<file path="config.mk">
export PLATFORM = sky130hd
export DESIGN_NAME = axi_lite_to_apb_bridge_flat
export DESIGN_NICKNAME = d
export VERILOG_FILES = /design/src/rtl/axi_lite_to_apb_bridge_if.sv /design/src/rtl/axi_lite_to_apb_bridge.sv /design/src/flat_wrapper.sv
export SDC_FILE = /design/constraint.sdc
export NUM_CORES = 1
export LEC_CHECK = 0
export CAP_MARGIN = 20
export CELL_PAD_IN_SITES_DETAIL_PLACEMENT = 1
export CELL_PAD_IN_SITES_GLOBAL_PLACEMENT = 1
export CORE_ASPECT_RATIO = 1.1
export CORE_MARGIN = 2
export CORE_UTILIZATION = 31
export CTS_CLUSTER_DIAMETER = 120
export DETAILED_ROUTE_END_ITERATION = 12
export HOLD_SLACK_MARGIN = 0.08
export PLACE_DENSITY_LB_ADDON = 0.1
export SKIP_LAST_GASP = 1
export SYNTH_ARGS = -nofsm -noshare
export SYNTH_HDL_FRONTEND = slang
export SYNTH_SLANG_ARGS = --single-unit
</file>
<file path="constraint.sdc">
create_clock -name aclk -period 3.3 [get_ports aclk]
set_input_delay 0.66 -clock aclk [delete_from_list [all_inputs] [get_ports aclk]]
set_output_delay 0.66 -clock aclk [all_outputs]
set_load 0.02 [all_outputs]
</file>
<file path="src/rtl/axi_lite_to_apb_bridge_if.sv">
// axi_lite_to_apb_bridge_if: AXI4-Lite request/response channels plus the APB bus of the bridge.
// slave = bridge view (AXI slave, APB master); master = environment view.
interface axi_lite_to_apb_bridge_if #(
    parameter int ADDR_WIDTH = 32,
    parameter int DATA_WIDTH = 32
);
    localparam int STRB_WIDTH = DATA_WIDTH / 8;
    logic [ADDR_WIDTH-1:0] awaddr, araddr, paddr;
    logic [2:0]            awprot, arprot, pprot;
    logic                  awvalid, awready, wvalid, wready, bvalid, bready;
    logic                  arvalid, arready, rvalid, rready;
    logic [DATA_WIDTH-1:0] wdata, rdata, pwdata, prdata;
    logic [STRB_WIDTH-1:0] wstrb, pstrb;
    logic [1:0]            bresp, rresp;
    logic                  psel, penable, pwrite, pready, pslverr;
    modport slave (
        input  awaddr, awprot, awvalid, wdata, wstrb, wvalid, bready,
        input  araddr, arprot, arvalid, rready, prdata, pready, pslverr,
        output awready, wready, bresp, bvalid, arready, rdata, rresp, rvalid,
        output psel, penable, pwrite, paddr, pprot, pwdata, pstrb
    );
    modport master (
        output awaddr, awprot, awvalid, wdata, wstrb, wvalid, bready,
        output araddr, arprot, arvalid, rready, prdata, pready, pslverr,
        input  awready, wready, bresp, bvalid, arready, rdata, rresp, rvalid,
        input  psel, penable, pwrite, paddr, pprot, pwdata, pstrb
    );
endinterface

</file>
<file path="src/rtl/axi_lite_to_apb_bridge.sv">
// axi_lite_to_apb_bridge: single-outstanding AXI4-Lite slave to APB master bridge.
// Define APB_TIMEOUT_EN to abort APB accesses stalled for TIMEOUT_CYCLES with SLVERR.
module axi_lite_to_apb_bridge #(
    parameter int ADDR_WIDTH     = 32,
    parameter int DATA_WIDTH     = 32,
    parameter int TIMEOUT_CYCLES = 256
) (
    input logic                     aclk,
    input logic                     aresetn,
    axi_lite_to_apb_bridge_if.slave bus
);
    localparam int STRB_WIDTH = DATA_WIDTH / 8;
    localparam logic [1:0] IDLE = 2'd0, SETUP = 2'd1, ACCESS = 2'd2, RESP = 2'd3;
    logic [1:0]            r_state, r_resp;
    logic                  r_last_rd, r_write;
    logic [ADDR_WIDTH-1:0] r_paddr;
    logic [2:0]            r_pprot;
    logic [DATA_WIDTH-1:0] r_pwdata, r_rdata;
    logic [STRB_WIDTH-1:0] r_pstrb;
    logic                  w_idle, w_wr_pend, w_rd_pend, w_grant_wr, w_grant_rd, w_resp_done, w_timeout;
    assign w_idle      = r_state == IDLE;
    assign w_wr_pend   = bus.awvalid & bus.wvalid;
    assign w_rd_pend   = bus.arvalid;
    // on contention, grant the type opposite to the previous grant
    assign w_grant_wr  = w_idle & w_wr_pend & (~w_rd_pend | r_last_rd);
    assign w_grant_rd  = w_idle & w_rd_pend & (~w_wr_pend | ~r_last_rd);
    assign w_resp_done = r_write ? bus.bready : bus.rready;
`ifdef APB_TIMEOUT_EN
    localparam int CW = $clog2(TIMEOUT_CYCLES + 1);
    logic [CW-1:0] r_cnt;
    assign w_timeout = (r_state == ACCESS) && !bus.pready && (r_cnt == CW'(TIMEOUT_CYCLES - 1));
    always_ff @(posedge aclk or negedge aresetn) begin
        if (!aresetn) r_cnt <= '0;
        else if (r_state == SETUP) r_cnt <= '0;
        else if (r_state == ACCESS && !bus.pready) r_cnt <= r_cnt + 1'b1;
    end
`else
    assign w_timeout = 1'b0;
`endif
    always_ff @(posedge aclk or negedge aresetn) begin
        if (!aresetn) begin
            r_state   <= IDLE;
            r_last_rd <= 1'b1;
            r_write   <= 1'b0;
            r_paddr   <= '0;
            r_pprot   <= '0;
            r_pwdata  <= '0;
            r_pstrb   <= '0;
            r_rdata   <= '0;
            r_resp    <= '0;
        end else begin
            case (r_state)
                IDLE: if (w_grant_wr || w_grant_rd) begin
                    r_state   <= SETUP;
                    r_last_rd <= w_grant_rd;
                    r_write   <= w_grant_wr;
                    r_paddr   <= w_grant_wr ? bus.awaddr : bus.araddr;
                    r_pprot   <= w_grant_wr ? bus.awprot : bus.arprot;
                    r_pstrb   <= w_grant_wr ? bus.wstrb : '0;
                    if (w_grant_wr) r_pwdata <= bus.wdata;
                end
                SETUP: r_state <= ACCESS;
                ACCESS: if (bus.pready || w_timeout) begin
                    r_state <= RESP;
                    r_resp  <= (bus.pslverr || !bus.pready) ? 2'b10 : 2'b00;
                    if (!r_write) r_rdata <= bus.pready ? bus.prdata : '0;
                end
                default: if (w_resp_done) r_state <= IDLE;
            endcase
        end
    end
    assign bus.awready = w_grant_wr;
    assign bus.wready  = w_grant_wr;
    assign bus.arready = w_grant_rd;
    assign bus.psel    = (r_state == SETUP) || (r_state == ACCESS);
    assign bus.penable = r_state == ACCESS;
    assign bus.pwrite  = r_write;
    assign bus.paddr   = r_paddr;
    assign bus.pprot   = r_pprot;
    assign bus.pwdata  = r_pwdata;
    assign bus.pstrb   = r_pstrb;
    assign bus.bvalid  = (r_state == RESP) && r_write;
    assign bus.rvalid  = (r_state == RESP) && !r_write;
    assign bus.bresp   = r_resp;
    assign bus.rresp   = r_resp;
    assign bus.rdata   = r_rdata;
endmodule

</file>
<file path="src/flat_wrapper.sv">
// flat-port wrapper written by rule: the top's interface ports become plain ports
module axi_lite_to_apb_bridge_flat 
#(
    parameter int ADDR_WIDTH     = 32,
    parameter int DATA_WIDTH     = 32,
    parameter int TIMEOUT_CYCLES = 256
)
  (aclk, aresetn, bus_awaddr, bus_awprot, bus_awvalid, bus_wdata, bus_wstrb, bus_wvalid, bus_bready, bus_araddr, bus_arprot, bus_arvalid, bus_rready, bus_prdata, bus_pready, bus_pslverr, bus_awready, bus_wready, bus_bresp, bus_bvalid, bus_arready, bus_rdata, bus_rresp, bus_rvalid, bus_psel, bus_penable, bus_pwrite, bus_paddr, bus_pprot, bus_pwdata, bus_pstrb);
  axi_lite_to_apb_bridge_if #(.ADDR_WIDTH(ADDR_WIDTH), .DATA_WIDTH(DATA_WIDTH)) bus_i ();
  input logic aclk;
  input logic aresetn;
  input wire logic [$bits(bus_i.awaddr)-1:0] bus_awaddr;
  input wire logic [$bits(bus_i.awprot)-1:0] bus_awprot;
  input wire logic [$bits(bus_i.awvalid)-1:0] bus_awvalid;
  input wire logic [$bits(bus_i.wdata)-1:0] bus_wdata;
  input wire logic [$bits(bus_i.wstrb)-1:0] bus_wstrb;
  input wire logic [$bits(bus_i.wvalid)-1:0] bus_wvalid;
  input wire logic [$bits(bus_i.bready)-1:0] bus_bready;
  input wire logic [$bits(bus_i.araddr)-1:0] bus_araddr;
  input wire logic [$bits(bus_i.arprot)-1:0] bus_arprot;
  input wire logic [$bits(bus_i.arvalid)-1:0] bus_arvalid;
  input wire logic [$bits(bus_i.rready)-1:0] bus_rready;
  input wire logic [$bits(bus_i.prdata)-1:0] bus_prdata;
  input wire logic [$bits(bus_i.pready)-1:0] bus_pready;
  input wire logic [$bits(bus_i.pslverr)-1:0] bus_pslverr;
  output wire logic [$bits(bus_i.awready)-1:0] bus_awready;
  output wire logic [$bits(bus_i.wready)-1:0] bus_wready;
  output wire logic [$bits(bus_i.bresp)-1:0] bus_bresp;
  output wire logic [$bits(bus_i.bvalid)-1:0] bus_bvalid;
  output wire logic [$bits(bus_i.arready)-1:0] bus_arready;
  output wire logic [$bits(bus_i.rdata)-1:0] bus_rdata;
  output wire logic [$bits(bus_i.rresp)-1:0] bus_rresp;
  output wire logic [$bits(bus_i.rvalid)-1:0] bus_rvalid;
  output wire logic [$bits(bus_i.psel)-1:0] bus_psel;
  output wire logic [$bits(bus_i.penable)-1:0] bus_penable;
  output wire logic [$bits(bus_i.pwrite)-1:0] bus_pwrite;
  output wire logic [$bits(bus_i.paddr)-1:0] bus_paddr;
  output wire logic [$bits(bus_i.pprot)-1:0] bus_pprot;
  output wire logic [$bits(bus_i.pwdata)-1:0] bus_pwdata;
  output wire logic [$bits(bus_i.pstrb)-1:0] bus_pstrb;
  assign bus_i.awaddr = bus_awaddr;
  assign bus_i.awprot = bus_awprot;
  assign bus_i.awvalid = bus_awvalid;
  assign bus_i.wdata = bus_wdata;
  assign bus_i.wstrb = bus_wstrb;
  assign bus_i.wvalid = bus_wvalid;
  assign bus_i.bready = bus_bready;
  assign bus_i.araddr = bus_araddr;
  assign bus_i.arprot = bus_arprot;
  assign bus_i.arvalid = bus_arvalid;
  assign bus_i.rready = bus_rready;
  assign bus_i.prdata = bus_prdata;
  assign bus_i.pready = bus_pready;
  assign bus_i.pslverr = bus_pslverr;
  assign bus_awready = bus_i.awready;
  assign bus_wready = bus_i.wready;
  assign bus_bresp = bus_i.bresp;
  assign bus_bvalid = bus_i.bvalid;
  assign bus_arready = bus_i.arready;
  assign bus_rdata = bus_i.rdata;
  assign bus_rresp = bus_i.rresp;
  assign bus_rvalid = bus_i.rvalid;
  assign bus_psel = bus_i.psel;
  assign bus_penable = bus_i.penable;
  assign bus_pwrite = bus_i.pwrite;
  assign bus_paddr = bus_i.paddr;
  assign bus_pprot = bus_i.pprot;
  assign bus_pwdata = bus_i.pwdata;
  assign bus_pstrb = bus_i.pstrb;
  axi_lite_to_apb_bridge #(.ADDR_WIDTH(ADDR_WIDTH), .DATA_WIDTH(DATA_WIDTH), .TIMEOUT_CYCLES(TIMEOUT_CYCLES)) u_core (.aclk(aclk), .aresetn(aresetn), .bus(bus_i));
endmodule
</file>
==> results by group <==
Status
  • Status: finished, final reports clean

STA
  • Least-Margin Pin Slew: 0.654 ns
  • Setup WS post-layout: 0.278 ns
  • Final period util: 0.916
  • Worst clock skew: 0.00718 ns
  • RSZ-0062 raised after global routing: no
  • Final Max Slew Viols: 0
  • Relative slew slack: 0.560
  • Setup violators final: 0
  • Final Hold Vio Count: 0
  • Max Fclk: 331 MHz
  • Minimum clock period: 3.02 ns
  • TNS Setup: 0 ns

Synth
  • Yosys reg bits: 108
  • Largest family of logic cells by synthesized area: multiplexers
  • Avg Cell Area, Syn: 14.7 sq um
  • Synth unique cells: 40
  • Post-synthesis mux area share: 0.171
  • Post-synthesis adder-cell area fraction: 0.0109
  • Area share of the largest cell type after synthesis: 0.583
  • Simple-gate share of the synthesized area: 0.0741
  • Cell taking the most area after synthesis: dfrtp_1
  • YS warnings: 0
  • Post-Synth XOR/XNOR Area: 0
  • Largest cells by area after synthesis: dfrtp_1, mux2_2, o221a_2, or3_1, mux2_4
  • Synthesized instance count: 312
  • Synth Cell Area: 4590 sq um
  • Compound-Gate Fraction of Synth Area: 0.110
  • Share of the yosys chip area belonging to registers: 0.589

Worst setup path
  • Critical Path RT: 2.64 ns
  • CP arrival: 2.36 ns
  • Startpoint Class: input pin
  • CP Max Fanout: 8
  • Crit path kind: in2out
  • Crit. End Element: primary output

Placement
  • Global placer's final weighted congestion: 0.789
  • IO Port Bufs: 259
  • HPWL Detailed: 11,000 um
  • Dpl ws: 0.266 ns

Global routing
  • Number of global-route vias before repair: 4,047
  • Global-route wire length before repair: 22,800 um
  • Initial antenna violation count: 0
  • Total track usage: 0.188
  • GRT Residual Overflow: 0
  • Largest net degree at the start of global routing: 64

Detailed routing
  • TritonRoute pass-1 iters: 4
  • Post-DRT Antenna Nets: 0
  • # DRC: 0
  • First-iteration detailed-routing DRC count: 104
  • DR WL/cell: 19.3 um
  • Via/cell ratio: 4.81
  • Total wire length: 14,600 um
  • Via count: 3,653

Final layout
  • Share of cells above drive strength 1: 0.201
  • Layout overhead on the synthesized area: 66.0%
  • NumNets Final: 713
  • Leading cell type in the layout, fill and taps excluded: clkdlybuf4s50_1
  • N_diodes: 0
  • Commonest cells after routing, fill and taps aside: clkdlybuf4s50_1, dfrtp_1, mux2_2, or3_1, o221a_2

Worst hold path
  • Worst hold path class: in2async

Clock network
  • Clock latency on the worst-skew pair: 0.35 ns
  • Post_cts resized: 0
  • H-Tree Level Count: 3
  • CTS Buffer Depth: 2
  • CTS sink count: 108
  • Setup Fix Bufs, Post-CTS: 0
  • CTS root buf: clkbuf_16
  • TritonCTS clock tree: yes
  • CTS Buf Count: 9
  • CTS hold repair buffers: 0
  • Clock Pin Slew Worst Setup and Hold Paths: 0.07 ns

Die
  • Core Region: 14,400 sq um
  • Die Ht: 132 um
  • Die width: 120 um
  • Ports: 262
  • Initial Util: 0.318
  • Die area: 15,800 sq um
  • Placement Rows: 46

Pwr
  • Leak: 3.09 nW
  • Power per Cell Area: 951 nW/um^2
  • IR drop worst, VDD: 0.000359 V

Run
  • Max-cap violations: 0
## kinds of logic (layout without fill, tap and decap cells)
| group | count (synthesis) | count (layout) |
|---|---|---|
| compound gates | 49 | 49 |
| flops | 108 | 108 |
| mux | 65 | 65 |
| simple gates | 53 | 53 |
| buf+inv | 32 | 286 |
| other cells | 1 | 2 |
| fa+ha+maj | 4 | 4 |
## routing by layer
metal | up-vias | GRT usage | wire, um
li1 | 1654 | - | -
met4 | 0 | 0.0830 | 417
met5 | - | 0 | 0
met3 | 23 | 0.0599 | 1270
met1 | 1800 | 0.216 | 5630
met2 | 176 | 0.318 | 7300
## worst paths after layout
| check | start | slack [ns] | endpoint | cells past startpoint |
|---|---|---|---|---|
| max | bus_awvalid | 0.28 | bus_wready | 6 |
| min | aresetn | 0.31 | u_core.bus.pwdata[25] | 1 |
| max reg2reg | u_core.r_state[0] | 1.14 | u_core.bus.pwdata[0] | 6 |
| min reg2reg | u_core.bus.rdata[28] | 0.49 | u_core.bus.rdata[28] | 1 |
| max in group asynchronous | aresetn | 2.17 | u_core.r_last_rd | 2 |
| min in group aclk | u_core.bus.rdata[28] | 0.49 | u_core.bus.rdata[28] | 1 |
## Yosys cell counts
cell type and instances:
dfrtp_1 107, mux2_2 39, or3_1 34, o221a_2 31, mux2_4 14, mux2_1 12, clkbuf_1 9, buf_2 6
buf_6 6, buf_4 5, nand2_1 5, a22o_1 4, ha_1 4, inv_1 4, o221a_1 3, a21oi_1 2
and2_1 2, nor2b_1 2, o21ai_0 2, a211o_1 1, a221oi_2 1, a32o_1 1, and3_1 1, buf_8 1
conb_1 1, dfstp_2 1, inv_2 1, nand2_2 1, nand2_8 1, nand2b_1 1, nand3_1 1, nor2_1 1
nor2_4 1, nor2b_4 1, nor3_1 1, o211a_1 1, o211ai_1 1, o21a_1 1, o32a_1 1, or2_1 1
## power by group
group	internal, W	total (W)	switching, W
sequential	0.00200	0.00238	0.000379
combinational	0.00201	0.00371	0.00170
clock	0.000671	0.00116	0.000492
## area by class of cell
| class | count | area [sq um] |
|---|---|---|
| fillers | 1484 | 6820 |
| clock inverters | 3 | 42.5 |
| flip-flops and latches | 108 | 2700 |
| clock buffers | 13 | 280 |
| multi-input cells | 173 | 1690 |
| repair buffers | 265 | 2650 |
| inverters | 5 | 18.8 |
| well taps | 192 | 240 |
## critical path, stage by stage
cell and delay [ns]:
clkdlybuf4s50_1 0.49, nand2_1 0.12, nor2_4 0.18, nand2_8 0.06, inv_2 0.16, clkdlybuf4s50_1 0.68
## state kept, by name, summed over array words and instances, names as in the netlist
signal and count:
u_core.bus.pprot 3, u_core.bus.bresp 1, u_core.bus.paddr 32, u_core.bus.pwdata 32, u_core.r_state 2, u_core.bus.pstrb 4, u_core.r_last_rd 1, u_core.bus.rdata 32
u_core.bus.pwrite 1
## per-stage QoR
stage	hold slack, ns	area, sq um	instances	utilization	power, W
after floorplan	0.364	4600	313	-	0.00427
after global placement	0.473	7300	743	0.505	0.00605
after detailed placement	0.481	7300	743	0.505	0.00616
after CTS	0.333	7620	759	0.528	0.00736
after global routing	0.361	7620	759	0.528	0.00764
final	0.310	7620	759	0.528	0.00725
Note: power is estimated with default switching activity, not from simulation.
